==> src/rtl/clk_div_ctrl.sv <==
// Programmable integer clock divider; ratio changes land only on output-period boundaries, cfg_rdy low while one waits.
// Define CLK_DIV_CTRL_DUTY50_EN to add the negedge flop that gives odd ratios 50% duty.
module clk_div_ctrl #(
  parameter int W = 4
) (
  input  logic         clk,
  input  logic         rst,
  input  logic         cfg_vld,
  input  logic [W-1:0] cfg_div,
  output logic         cfg_rdy,
  output logic         cfg_err,
  output logic         clk_out,
  output logic [W-1:0] div_cur,
  output logic         period_start
);

  typedef enum logic [1:0] {IDLE, RUN, DRAIN} state_t;

  state_t         r_state, w_state_nxt;
  logic [W-1:0]   r_cnt, r_div, r_pend;
  logic [W-1:0]   w_cnt_nxt, w_div_nxt, w_pend_nxt;
  logic           r_pos, r_err, r_ps;
  logic           w_hs, w_legal, w_boundary, w_pos_nxt, w_clk_out;

  assign w_hs       = cfg_vld && cfg_rdy;
  assign w_legal    = w_hs && (cfg_div != W'(1));
  assign w_boundary = (r_state == IDLE) || (r_cnt == r_div - W'(1));

  always_ff @(posedge clk or negedge rst) begin
    if (!rst) begin
      r_state <= IDLE;
      r_cnt   <= '0;
      r_div   <= '0;
      r_pend  <= '0;
      r_pos   <= 1'b0;
      r_err   <= 1'b0;
      r_ps    <= 1'b0;
    end else begin
      r_state <= w_state_nxt;
      r_cnt   <= w_cnt_nxt;
      r_div   <= w_div_nxt;
      r_pend  <= w_pend_nxt;
      r_pos   <= w_pos_nxt;
      r_err   <= w_hs && (cfg_div == W'(1));
      r_ps    <= (w_cnt_nxt == '0) && (w_div_nxt != '0);
    end
  end

  always_comb begin
    w_state_nxt = r_state;
    w_cnt_nxt   = r_cnt + W'(1);
    w_div_nxt   = r_div;
    w_pend_nxt  = r_pend;
    case (r_state)
      IDLE: begin
        w_cnt_nxt = '0;
        if (w_legal && (cfg_div != '0)) begin
          w_div_nxt   = cfg_div;
          w_state_nxt = RUN;
        end
      end
      RUN: begin
        if (w_boundary) begin
          w_cnt_nxt = '0;
          if (w_legal) begin
            w_div_nxt = cfg_div;
            if (cfg_div == '0) w_state_nxt = IDLE;
          end
        end else if (w_legal) begin
          // mid-period request: park it until the current period wraps
          w_pend_nxt  = cfg_div;
          w_state_nxt = DRAIN;
        end
      end
      DRAIN: begin
        if (w_boundary) begin
          w_cnt_nxt   = '0;
          w_div_nxt   = r_pend;
          w_state_nxt = (r_pend == '0) ? IDLE : RUN;
        end
      end
      default: begin
        w_cnt_nxt   = '0;
        w_state_nxt = IDLE;
      end
    endcase
    w_pos_nxt = (w_div_nxt != '0) && (w_cnt_nxt < (w_div_nxt >> 1));
  end

`ifdef CLK_DIV_CTRL_DUTY50_EN
  logic r_neg;

  // half-cycle extension of the high phase, only for odd ratios
  always_ff @(negedge clk or negedge rst) begin
    if (!rst) r_neg <= 1'b0;
    else      r_neg <= r_pos & r_div[0];
  end

  assign w_clk_out = r_pos | r_neg;
`else
  assign w_clk_out = r_pos;
`endif

  always_comb begin
    cfg_rdy      = (r_state != DRAIN);
    cfg_err      = r_err;
    clk_out      = w_clk_out;
    div_cur      = r_div;
    period_start = r_ps;
  end

endmodule
==> config.mk <==
export PLATFORM = sky130hd
export DESIGN_NAME = clk_div_ctrl
export DESIGN_NICKNAME = d
export VERILOG_FILES = /design/src/rtl/clk_div_ctrl.sv
export SDC_FILE = /design/constraint.sdc
export NUM_CORES = 1
export LEC_CHECK = 0
export ABC_AREA = 1
export BUFFER_PORTS_ARGS = -buffer_cell sky130_fd_sc_hd__buf_4
export CAP_MARGIN = 20
export CELL_PAD_IN_SITES_DETAIL_PLACEMENT = 1
export CELL_PAD_IN_SITES_GLOBAL_PLACEMENT = 1
export CORE_MARGIN = 5
export CORE_UTILIZATION = 32
export DETAILED_ROUTE_END_ITERATION = 6
export PLACE_DENSITY_LB_ADDON = 0.1
export RECOVER_POWER = 50
export REMOVE_ABC_BUFFERS = 1
export SLEW_MARGIN = 20
export SYNTH_ARGS = -nofsm -noshare
export SYNTH_HDL_FRONTEND = slang
export SYNTH_SLANG_ARGS = --single-unit
==> constraint.sdc <==
create_clock -name clk -period 2.6 [get_ports clk]
set_clock_uncertainty 0.05 [all_clocks]
set_input_delay 0.13 -clock clk [delete_from_list [all_inputs] [get_ports clk]]
set_output_delay 0.13 -clock clk [all_outputs]
set_load 0.03 [all_outputs]
* Word level (Yosys, flattened, before mapping)
Index checks and enable logic that the tools add are counted.
W data, S select, Z words.
** Cells by class
- Equality and inequality tests :: 10
- Bitwise operators :: 1
- Div/mod/pow operators :: 0
- Muxes and demuxes :: 15
- Reduce and logical (&&, ||, !) cells :: 16
- $lt $le $gt $ge :: 1
- Shift operators :: 0
- Add/sub/neg operators :: 2
- $mul :: 0
** Operator list (number)
- $mux W4 :: 6
- $logic_not A4 Y1 :: 3
- $mux W2 :: 6
- $pmux W4 S3 :: 1
- $reduce_bool A4 Y1 :: 2
- $logic_and A1 B1 Y1 :: 6
- $ne A2 B2 Y1 const B :: 3
- $pmux W2 S3 :: 1
- $add A4 B1 Y4 const B :: 1
- $eq A4 B1 Y1 const B :: 1
- $eq A4 B4 Y1 :: 1
- $lt A4 B3 Y1 :: 1
- $ne A4 B1 Y1 const B :: 1
- $reduce_and A4 Y1 :: 1
- $sub A4 B1 Y4 const B :: 1
- $ne A3 B3 Y1 const B :: 1
- $reduce_and A3 Y1 :: 1
- $eq A2 B1 Y1 const B :: 1
- $eq A2 B2 Y1 const B :: 1
- $logic_not A2 Y1 :: 1
- $ne A2 B1 Y1 const B :: 1
- $reduce_or A2 Y1 :: 1
- $logic_or A1 B1 Y1 :: 1
- $mux W1 :: 1
- $not A1 Y1 :: 1
** Storage, ports and cells
- Word-level logic and storage cells :: 52
- Memory bits (read-only) :: 0
- RAM bits :: 0
- Bits in registers :: 17
- Memories kept :: 0
- Latch bits :: 0

* Depth between registers and ports, before layout
Gate-level depths: netlist of the first run.
- Depth after elaboration :: 8
- Mapped depth :: 20

* Worst setup path before layout of the first run
Ideal clock, no wire load.
- Path type :: flip-flop to flip-flop
- Start point :: reg r_div[0], in the netlist div_cur[0]
- End point :: reg r_pos, in the netlist clk_out
- Clock period less this slack :: 2.378 ns
- Arrival :: 2.257 ns
- Stages on the path, launching flop included :: 19
- Setup slack :: 0.222 ns
- Path buffers :: 1
- Data required time :: 2.479 ns
- Path through :: dfrtp_1 > inv_2 > ha_1 > nand2_1 > inv_1 > nor2_1 > nand2_1 > nor2_2 > nand2_4 > nand2_4 > buf_12 > nand2_1 > nand3_1 > nand3_2 > nand2_2 > ha_1 > nand2_1 > a21boi_1 > nor2_1
** On the way
- Word-level cells in the longest chain between the ends :: 7
** Ends and longest elaborated chain
- start: declaration :: RTL line 20 : logic [W-1:0] r_cnt, r_div, r_pend;
- start signal: assignment :: RTL line 41 : r_div <= w_div_nxt;
- $sub A4 B1 Y4 :: RTL line 27 : assign w_boundary = (r_state == IDLE) || (r_cnt == r_div - W'(1));
- $eq A4 B4 Y1 :: RTL line 27
- $logic_or A1 B1 Y1 :: RTL line 27
- $mux W4 (on tied branches) :: RTL line 76, 63
- $pmux W4 S3 / $mux W4 (equally long branches)
- $lt A4 B3 Y1 / $reduce_bool A4 Y1 (equally long branches) :: RTL line 87 : w_pos_nxt = (w_div_nxt != '0) && (w_cnt_nxt < (w_div_nxt >> 1));
- $logic_and A1 B1 Y1 * :: RTL line 87
- named net w_pos_nxt :: RTL line 23 : logic w_hs, w_legal, w_boundary, w_pos_nxt, w_clk_out;
- end signal: assignment :: RTL line 43 : r_pos <= w_pos_nxt;
- end: declaration :: RTL line 22 : logic r_pos, r_err, r_ps;
The timed path passes the listed nets; every way through them passes the cells marked *.
A chain may end at the register's enable or synchronous reset.

* Final worst setup path of the first run
Ends and elaborated chain as after synthesis.

==> results of run 1 <==
==> state kept, by name, summed over array words and instances, names as in the netlist <==
register,count
div_cur,4
r_cnt,4
period_start,1
cfg_err,1
r_state,2
clk_out,1
r_pend,4
==> worst max-delay path: stages, from the launching register on <==
cell and delay [ps]:
dfrtp_1 410, inv_2 150, ha_4 220, nand2_1 60, inv_1 40, nor2_1 80, nand2_1 90, nor2_4 110
nand2_4 100, nand2_8 100, nand3_1 90, nand2_1 70, inv_1 50, nand3_2 50, nand2_2 60, ha_1 280
nand2_1 60, a21boi_1 130, nor2_1 60
==> kinds of logic after synthesis <==
family	synth area share
AO/OA/AOI/OAI	0.0565
buffers and inverters	0.128
XOR/XNOR	0.0268
multiplexers	0.0258
AND/OR/NAND/NOR	0.361
adder cells (fa/ha/maj)	0.0766
flip-flops	0.325
==> how the worst max path moves through the flow <==
stage,to,cells past startpoint,slack (ps),from
floorplan,clk_out,18,160,div_cur[0]
global placement,clk_out,18,270,div_cur[0]
detailed placement,clk_out,18,110,div_cur[0]
CTS,clk_out,18,90,div_cur[0]
global route,clk_out,18,20,div_cur[0]
finish,clk_out,18,230,div_cur[0]
==> cell type report <==
| type | count | area [µm²] | area share |
|---|---|---|---|
| multi-input cells | 126 | 743 | 0.476 |
| clock buffers | 4 | 45.0 | 0.0289 |
| repair buffers | 21 | 141 | 0.0906 |
| well taps | 50 | 62.6 | 0.0401 |
| inverters | 38 | 143 | 0.0914 |
| flip-flops and latches | 17 | 425 | 0.273 |
==> metal layers <==
layer	track usage	wire length (µm)
met1	0.223	1910
met4	0.0402	34
met2	0.256	1880
met5	0	0
met3	0.0205	61
==> power by group <==
part / total, mW / switching (mW) / internal [mW]
logic: 1.37 / 0.872 / 0.497
clock network: 0.206 / 0.0974 / 0.109
registers: 0.466 / 0.0962 / 0.370
==> what timing repair did <==
action	4_1_cts	5_1_grt
hold endpoints to repair	17	0
resized for setup	0	4
setup buffers	0	4
hold buffers	1	0
setup endpoints to repair	0	2
==> stage by stage <==
step / area, µm² / instances / hold WS [ps] / utilization / total power, mW
2_1_floorplan: 1280 / 181 / -216 / - / 1.35
3_3_place_gp: 1470 / 247 / -39.0 / 0.369 / 1.70
3_5_place_dp: 1470 / 247 / -31.0 / 0.369 / 1.75
4_1_cts: 1520 / 252 / 78.4 / 0.383 / 1.97
5_1_grt: 1560 / 256 / 79.1 / 0.393 / 2.24
6_report: 1560 / 256 / 81.3 / 0.393 / 2.04
==> cell usage after synthesis (all sizes together) <==
cell	instances	area [µm²]
nand2	59	251
o21ai	7	35.0
ha	8	100
a21oi	3	15.0
nand3	23	130
nor3	3	15.0
inv	38	143
a21boi	1	7.51
dfrtp	17	425
nor2	10	50.1
xnor2	1	8.76
and3	1	6.26
mux2	3	33.8
nor4	1	6.26
nand4	1	12.5
xor2	3	26.3
o21bai	1	7.51
o41ai	1	8.76
buf	2	25.0
==> cells in the final DEF (no fill, tap or decap), drive strengths merged <==
cell / synthesis / routed
inv: 38 / 38
nor3: 3 / 3
dfrtp: 17 / 17
nand2: 59 / 59
a21oi: 3 / 3
mux2: 3 / 3
dlygate4sd3: 0 / 1
o21bai: 1 / 1
clkbuf: 0 / 9
nor2: 10 / 10
nand3: 23 / 23
o21ai: 7 / 7
and3: 1 / 1
o41ai: 1 / 1
a21boi: 1 / 1
buf: 2 / 15
nor4: 1 / 1
ha: 8 / 8
xor2: 3 / 3
nand4: 1 / 1
xnor2: 1 / 1
==> results.md, run 1 <==
- RePlAce Congestion: about 0.83
- Setup CP Type: flip-flop to flip-flop
- R2r setup slk: ~230 ps
- Clock root cell: clkbuf_8
- Unique masters post-synth: 26
- CTS tree: built
- Die Span X: 73.9 µm
- CTS buffer count: 3
- Peak VDD IR: 0.461 mV
- CP Data Required Time: roughly 2700 ps
- Avg WL per Cell: ~15 µm
- Final Hold Viols: 0
- Capture point of the worst reg-to-reg path: clk_out
- Final ANT Viol Nets: 0
- Initial Util: 0.329
- Startpoint Class: flip-flop
- Post-DP HPWL: around 3 mm
- TNS Setup: 0 ps
- Maxcap violations: 0
- Syn Inst Count: ~180
- Place WS: ~110 ps
- Mapped Area: about 0.0013 mm²
- Tcrit/Tclk final: 0.912
- Flops & latches, synth: 17
- Initial DRC Count: 29
- # rows: 23
- FILL cells: between 500 and 600
- Hold Crit Endpoint: r_pend[0]
- PortBufs: 14
- Critical path peak fanout: 8
- Largest net degree at the start of global routing: 18
- Warnings, synthesis: 0
- DR pass1 iterations: 4
- Worst r2r path cells: 18
- Final worst slack: approximately 230 ps
- CP endpoint kind: flip-flop
- Area Overhead vs Synth: 19.3%
- First-pass GRT wire length: approximately 6.7 mm
- WL final: around 3.9 mm
- Share of cells above drive strength 1: 0.189
- Cell Pwr Density: between 1000 and 1500 mW/mm²
- Crit path DAT: between 2000 and 2500 ps
- Clk slew on worst S/H paths: about 80 ps
- RSZ-0062 raised after global routing: false
- Vias/cell: 4.82
- # IOs: 15
- Clock Latency Late Sink: ~260 ps
- Seq/Total Area, Yosys: 0.325
- Overflow after GRT: 0
- CTS Buffer Depth: 2
- Measured slew at the worst slew-check pin: 1040 ps
- Vias in the first global route: about 1400
- Vias: roughly 1200
- Initial antenna violation count: 0
- Hold depth: 2
- Static leakage: 0.841 nW
- Die H: between 70 and 80 µm
- Crit Reg-Reg Startpoint: div_cur[0]
- Status: finished clean
- HP Start: cfg_div[0]
- Residual DRC: 0
- Slew margin rel.: 0.307
- Antenna cells: 0
- Max Slew Vio Count: 0
- Synth Area per Inst: about 7.1 µm²
- Highest clock rate: 0.422 GHz
- Clock sinks: 17
- # nets final: ~220
- Hold Path Class: input port to flip-flop
- Core ar.: about 0.0040 mm²
- Final setup violation count: 0
- Crit path time final: between 2000 and 2500 ps
- Tot GR Track Use: 0.158
- Die area: 0.00546 mm²
- H-tree Lvls: 1
No activity file was read; power rests on OpenSTA's default activity.
==> run 2: changes to the inputs <==
--- a/config.mk
+++ b/config.mk
@@ -8,12 +8,9 @@
 export ABC_AREA = 1
 export BUFFER_PORTS_ARGS = -buffer_cell sky130_fd_sc_hd__buf_4
 export CAP_MARGIN = 20
-export CELL_PAD_IN_SITES_DETAIL_PLACEMENT = 1
-export CELL_PAD_IN_SITES_GLOBAL_PLACEMENT = 1
 export CORE_MARGIN = 5
 export CORE_UTILIZATION = 32
 export DETAILED_ROUTE_END_ITERATION = 6
-export PLACE_DENSITY_LB_ADDON = 0.1
 export RECOVER_POWER = 50
 export REMOVE_ABC_BUFFERS = 1
 export SLEW_MARGIN = 20
==> run 2 against run 1 <==
Cell count fell by 2.0%; via count shrank 7.0%; utilization is 1.7 points lower; combinational power fell by 16%; highest routed layer unchanged; final area down 4.3%; fmax is 0.33% lower; sequential power about the same.
==> results.md, run 2 (same netlist as run 1, synthesis figures left out) <==
- Status: finished clean
- CTS Buffer Depth: 2
- Setup bufs post-CTS: 0
- Measured slew at the worst slew-check pin: ~960 ps
- PortBufs: 14
- Critical path peak fanout: 12
- Clock Latency Late Sink: approximately 260 ps
- Max stage delay on crit path: roughly 400 ps
- Final Hold Viols: 0
- Vias/cell: 4.57
- Post-CTS Resized: 0
- Vias in the first global route: approximately 1100
- Place WS: roughly 250 ps
- # nets final: between 200 and 250
- Peak VDD IR: between 0.2 and 0.3 mV
- Slew margin rel.: 0.358
- Initial DRC Count: 64
- Antenna cells: 0
- Final ANT Viol Nets: 0
- Placed cells: 246
- CTS tree: built
- H-tree Lvls: 1
- Clock sinks: 17
- Startpoint Class: flip-flop
- Core ar.: ~0.0040 mm²
- First-pass GRT wire length: between 4 and 5 mm
- Die H: ~74 µm
- RePlAce Congestion: between 0.9 and 1
- # IOs: 15
- Sum of buffers and inverters on the critical path: 3
- Initial antenna violation count: 0
- DR pass1 iterations: 4
- Final setup violation count: 0
- Die Span X: approximately 74 µm
- Tcrit/Tclk final: 0.915
- Static leakage: slightly above 0.8 nW
- Maxcap violations: 0
- TNS Setup: 0 ps
- Max Slew Vio Count: 0
- Largest net degree at the start of global routing: 18
- Avg WL per Cell: ~12 µm
- Vias: between 1000 and 1500
- Cell Pwr Density: 1220 mW/mm²
- Overflow after GRT: 0
- CTS buffer count: 3
- Share of cells above drive strength 1: 0.159
- Die area: roughly 0.0055 mm²
- Initial Util: 0.329
- Post-DP HPWL: 2.29 mm
- FILL cells: 438
- Commonest non-fill, non-tap cell in the layout: nand2_1
- CP endpoint kind: flip-flop
- Hold Buf Count CTS: 1
- Clk slew on worst S/H paths: around 70 ps
- Critical Path Slowest Stage Cell: dfrtp_1
- Placed instance area: between 0.001 and 0.0015 mm²
- Design area: around 0.0015 mm²
- Setup CP Type: flip-flop to flip-flop
- Tot GR Track Use: 0.117
- Crit-path cells: inv_2 -> ha_1 -> nand2_1 -> inv_1 -> nor2_1 -> nand2_1 -> nor2_2 -> nand2_4 -> nand2_4 -> nand3_1 -> nand2_1 -> inv_1 -> nand3_2 -> nand2_2 -> ha_1 -> nand2_1 -> a21boi_1 -> nor2_1
- RSZ-0062 raised after global routing: false
- Hold Path Class: input port to flip-flop
- Clock root cell: clkbuf_8
- Area Overhead vs Synth: 14.3%
- Most used cell, CP: nand2_1
- Overall power: between 1.5 and 2 mW
- Highest clock rate: about 0.42 GHz
- CP Data Required Time: 2700 ps
- WL final: 2.89 mm
- Final worst slack: around 220 ps
- Residual DRC: 0
- CP top delay family: simple AND/OR/NAND/NOR gates
- Crit path DAT: between 2000 and 2500 ps
- Final cell count without fillers: between 200 and 300
- Most frequent cells in the layout: nand2_1, inv_1, nand3_1, dfrtp_1, buf_4
- Crit path time final: around 2400 ps
- # rows: 23
-- run 2: worst reg2reg max path: stages (launching register included) --
cell and delay (ps):
dfrtp_1 400, inv_2 90, ha_1 310, nand2_1 70
inv_1 30, nor2_1 70, nand2_1 60, nor2_2 140
nand2_4 90, nand2_4 150, nand3_1 90, nand2_1 80
inv_1 50, nand3_2 50, nand2_2 60, ha_1 270
nand2_1 50, a21boi_1 110, nor2_1 50
-- run 2: report_power, final --
| part | internal (mW) | switching [mW] |
|---|---|---|
| Combinational | 0.405 | 0.749 |
| Clock | 0.109 | 0.0929 |
| Sequential | 0.370 | 0.0933 |
| Total | 0.884 | 0.935 |
-- run 2: through the flow --
stage | utilization | hold WS (ps)
5_1_grt | 0.376 | 76.1
3_5_place_dp | 0.367 | -34.3
2_1_floorplan | - | -216
3_3_place_gp | 0.367 | -33.5
6_report | 0.376 | 66.7
4_1_cts | 0.381 | 63.4
-- run 2: final timing paths --
check,startpoint,endpoint,slack (ps),depth (start not counted)
setup / recovery,div_cur[0],clk_out,220,18
hold / removal,cfg_div[0],r_pend[0],70,2
setup reg to reg,div_cur[0],clk_out,220,18
hold reg to reg,r_state[1],r_state[1],500,2
max in group asynchronous,rst,r_cnt[0],1420,2
min in group asynchronous,rst,div_cur[1],490,2
-- run 2: area by class of cell --
class,count,area (µm²),area share
clock buffer,4,45.0,0.0302
inverter,38,143,0.0955
multi-input combinational,126,714,0.478
sequential,17,425,0.285
tap,50,62.6,0.0419
timing repair buffer,16,104,0.0695
-- run 2: metal layers --
layer / up-vias / share of wire / global-route usage
met5: - / 0 / 0
met4: 0 / 0.026 / 0.0624
met3: 5 / 0.030 / 0.0150
met2: 17 / 0.45 / 0.186
met1: 522 / 0.49 / 0.154
li1: 604 / - / -
==> run 3: changes to the inputs <==
--- a/config.mk
+++ b/config.mk
@@ -11,6 +11,7 @@
 export CORE_MARGIN = 5
 export CORE_UTILIZATION = 32
 export DETAILED_ROUTE_END_ITERATION = 6
+export PLACE_DENSITY = 0.47
 export RECOVER_POWER = 50
 export REMOVE_ABC_BUFFERS = 1
 export SLEW_MARGIN = 20
==> run 3 against run 2 <==
Worst hold slack gained 23 ps; global-route usage increased by 1.2 points; routed wire length rose by 8.1%; clock power is essentially flat; fmax increased by 4.4%; critical path depth unchanged; sequential cell count did not move; total power grew 5.9%; largest cell class unchanged.
==> results.md, run 3 (same netlist as run 1, synthesis figures left out) <==
- Tot GR Track Use: 0.129
- Crit path DAT: around 2400 ps
- Most used cell, CP: nand2_1
- TNS Setup: 0 ps
- Area Overhead vs Synth: 18.5%
- Die H: about 74 µm
- Placed cells: between 200 and 250
- CTS buffer count: 3
- CP Depth: 18
- Vias: between 1000 and 1500
- Largest net degree at the start of global routing: 18
- Sum of buffers and inverters on the critical path: 3
- CP top delay family: simple AND/OR/NAND/NOR gates
- Hold Path Class: input port to flip-flop
- Max Slew Vio Count: 0
- Avg WL per Cell: 12.2 µm
- Place WS: 213 ps
- WHS: between 80 and 90 ps
- Clock root cell: clkbuf_8
- Final cell count without fillers: between 200 and 300
- CP Data Required Time: 2690 ps
- Initial antenna violation count: 0
- Clock sinks: 17
- RePlAce Congestion: about 0.84
- Peak VDD IR: around 0.54 mV
- Placed instance area: roughly 0.0015 mm²
- Initial DRC Count: 63
- Static leakage: ~0.85 nW
- Tcrit/Tclk final: 0.877
- Clock share of power: 0.105
- Cell Pwr Density: 1240 mW/mm²
- Final ANT Viol Nets: 0
- First-pass GRT wire length: ~5.4 mm
- Final worst slack: between 300 and 400 ps
- FILL cells: 426
- Vias/cell: about 4.6
- Critical Path Slowest Stage Cell: dfrtp_1
- Vias in the first global route: about 1200
- Die Span X: approximately 74 µm
- Setup CP Type: flip-flop to flip-flop
- Flop pwr share: 0.239
- # IOs: 15
- Design area: 0.00155 mm²
- RSZ-0062 raised after global routing: false
- Status: finished clean
- Slew margin rel.: 0.352
- Hold depth: 2
- Crit-path cells: inv_2 -> ha_1 -> nand2_1 -> inv_1 -> nor2_1 -> nand2_1 -> nor2_2 -> nand2_4 -> nand2_8 -> nand3_1 -> nand2_1 -> inv_1 -> nand3_2 -> nand2_2 -> ha_1 -> nand2_1 -> a21boi_1 -> nor2_1
- Most frequent cells in the layout: nand2_1, inv_1, nand3_1, dfrtp_1, buf_4
- Residual DRC: 0
- WL final: approximately 3.1 mm
- CTS Buffer Depth: 2
- Initial Util: 0.329
- Clock Latency Late Sink: 250 ps
- Antenna cells: 0
- # nets final: ~220
- Crit path time final: 2280 ps
- Post-DP HPWL: about 2.4 mm
- Critical path peak fanout: 12
- Core ar.: slightly below 0.004 mm²
- CP endpoint kind: flip-flop
- Overflow after GRT: 0
- # rows: 23
- Die area: approximately 0.0055 mm²
- Highest clock rate: between 0.4 and 0.5 GHz
- Final setup violation count: 0
- Combinational power share: 0.657
- Int Pwr: between 0.9 and 1 mW
- Final Hold Viols: 0
- Maxcap violations: 0
- Net Sw Power: approximately 0.98 mW
- DR pass1 iterations: 4
- Max stage delay on crit path: 380 ps
- Measured slew at the worst slew-check pin: a little under 1000 ps
- CTS tree: built
- H-tree Lvls: 1
- Share of cells above drive strength 1: 0.188
- Sw frac: 0.511
- Startpoint Class: flip-flop
- Clk slew on worst S/H paths: approximately 70 ps
- Worst r2r path cells: 18
- Commonest non-fill, non-tap cell in the layout: nand2_1
- PortBufs: 14
-- run 3: cell count changes in the layout (fill, tap and decap cells not counted), sizes merged --
cell / delta
buf: +6
clkbuf: -1
clkinv: +1
-- run 3: area by class of cell --
| cell class | instances | area (µm²) | share of cell area |
|---|---|---|---|
| multi-input cells | 126 | 723 | 0.467 |
| clock inverters | 1 | 5.00 | 0.00323 |
| flip-flops and latches | 17 | 425 | 0.275 |
| well taps | 50 | 62.6 | 0.0404 |
| inverters | 38 | 143 | 0.0921 |
| clock buffers | 3 | 41.3 | 0.0267 |
| repair buffers | 22 | 149 | 0.0961 |
-- run 3: metal layers --
metal  global-route usage  vias up  routed length, µm
li1                     -      620                  -
met1                0.178      542               1540
met2                0.201       18               1420
met3               0.0233        4                125
met4               0.0443        0                 39
met5                    0        -                  0
-- run 3: power groups by stage --
stage / clock (mW) / combinational, mW / sequential, mW
6_report: 0.202 / 1.27 / 0.460
2_1_floorplan: 0 / 0.811 / 0.537
3_5_place_dp: 0 / 1.20 / 0.468
4_1_cts: 0.213 / 1.21 / 0.463
5_1_grt: 0.225 / 1.45 / 0.472
3_3_place_gp: 0 / 1.20 / 0.467
-- run 3: what timing repair did --
| action | in CTS | in global routing |
|---|---|---|
| setup endpoints to repair | 0 | 1 |
| hold buffers | 1 | 0 |
| hold endpoints to repair | 17 | 0 |
| setup buffers | 0 | 6 |
| gates resized for setup | 0 | 1 |
-- run 3: through the flow --
| stage | power, mW | util |
|---|---|---|
| 6_report | 1.93 | 0.390 |
| 5_1_grt | 2.15 | 0.390 |
| 4_1_cts | 1.88 | 0.381 |
| 3_5_place_dp | 1.67 | 0.367 |
| 3_3_place_gp | 1.67 | 0.367 |
| 2_1_floorplan | 1.35 | - |
-- run 3: worst register-to-register path, cell delays in order, from the launching register on --
cell and delay, ps:
dfrtp_1 380, inv_2 60, ha_1 300, nand2_1 70
inv_1 30, nor2_1 70, nand2_1 60, nor2_2 140
nand2_4 110, nand2_8 120, nand3_1 80, nand2_1 60
inv_1 40, nand3_2 50, nand2_2 60, ha_1 270
nand2_1 50, a21boi_1 120, nor2_1 60
-- run 3: final timing paths --
kind | end | from | slack (ps)
setup / recovery | clk_out | div_cur[0] | 320
hold / removal | r_pend[2] | cfg_div[2] | 90
setup reg to reg | clk_out | div_cur[0] | 320
hold reg to reg | r_pend[2] | r_pend[2] | 500
max in group asynchronous | div_cur[0] | rst | 1410
min in group asynchronous | r_pend[0] | rst | 500
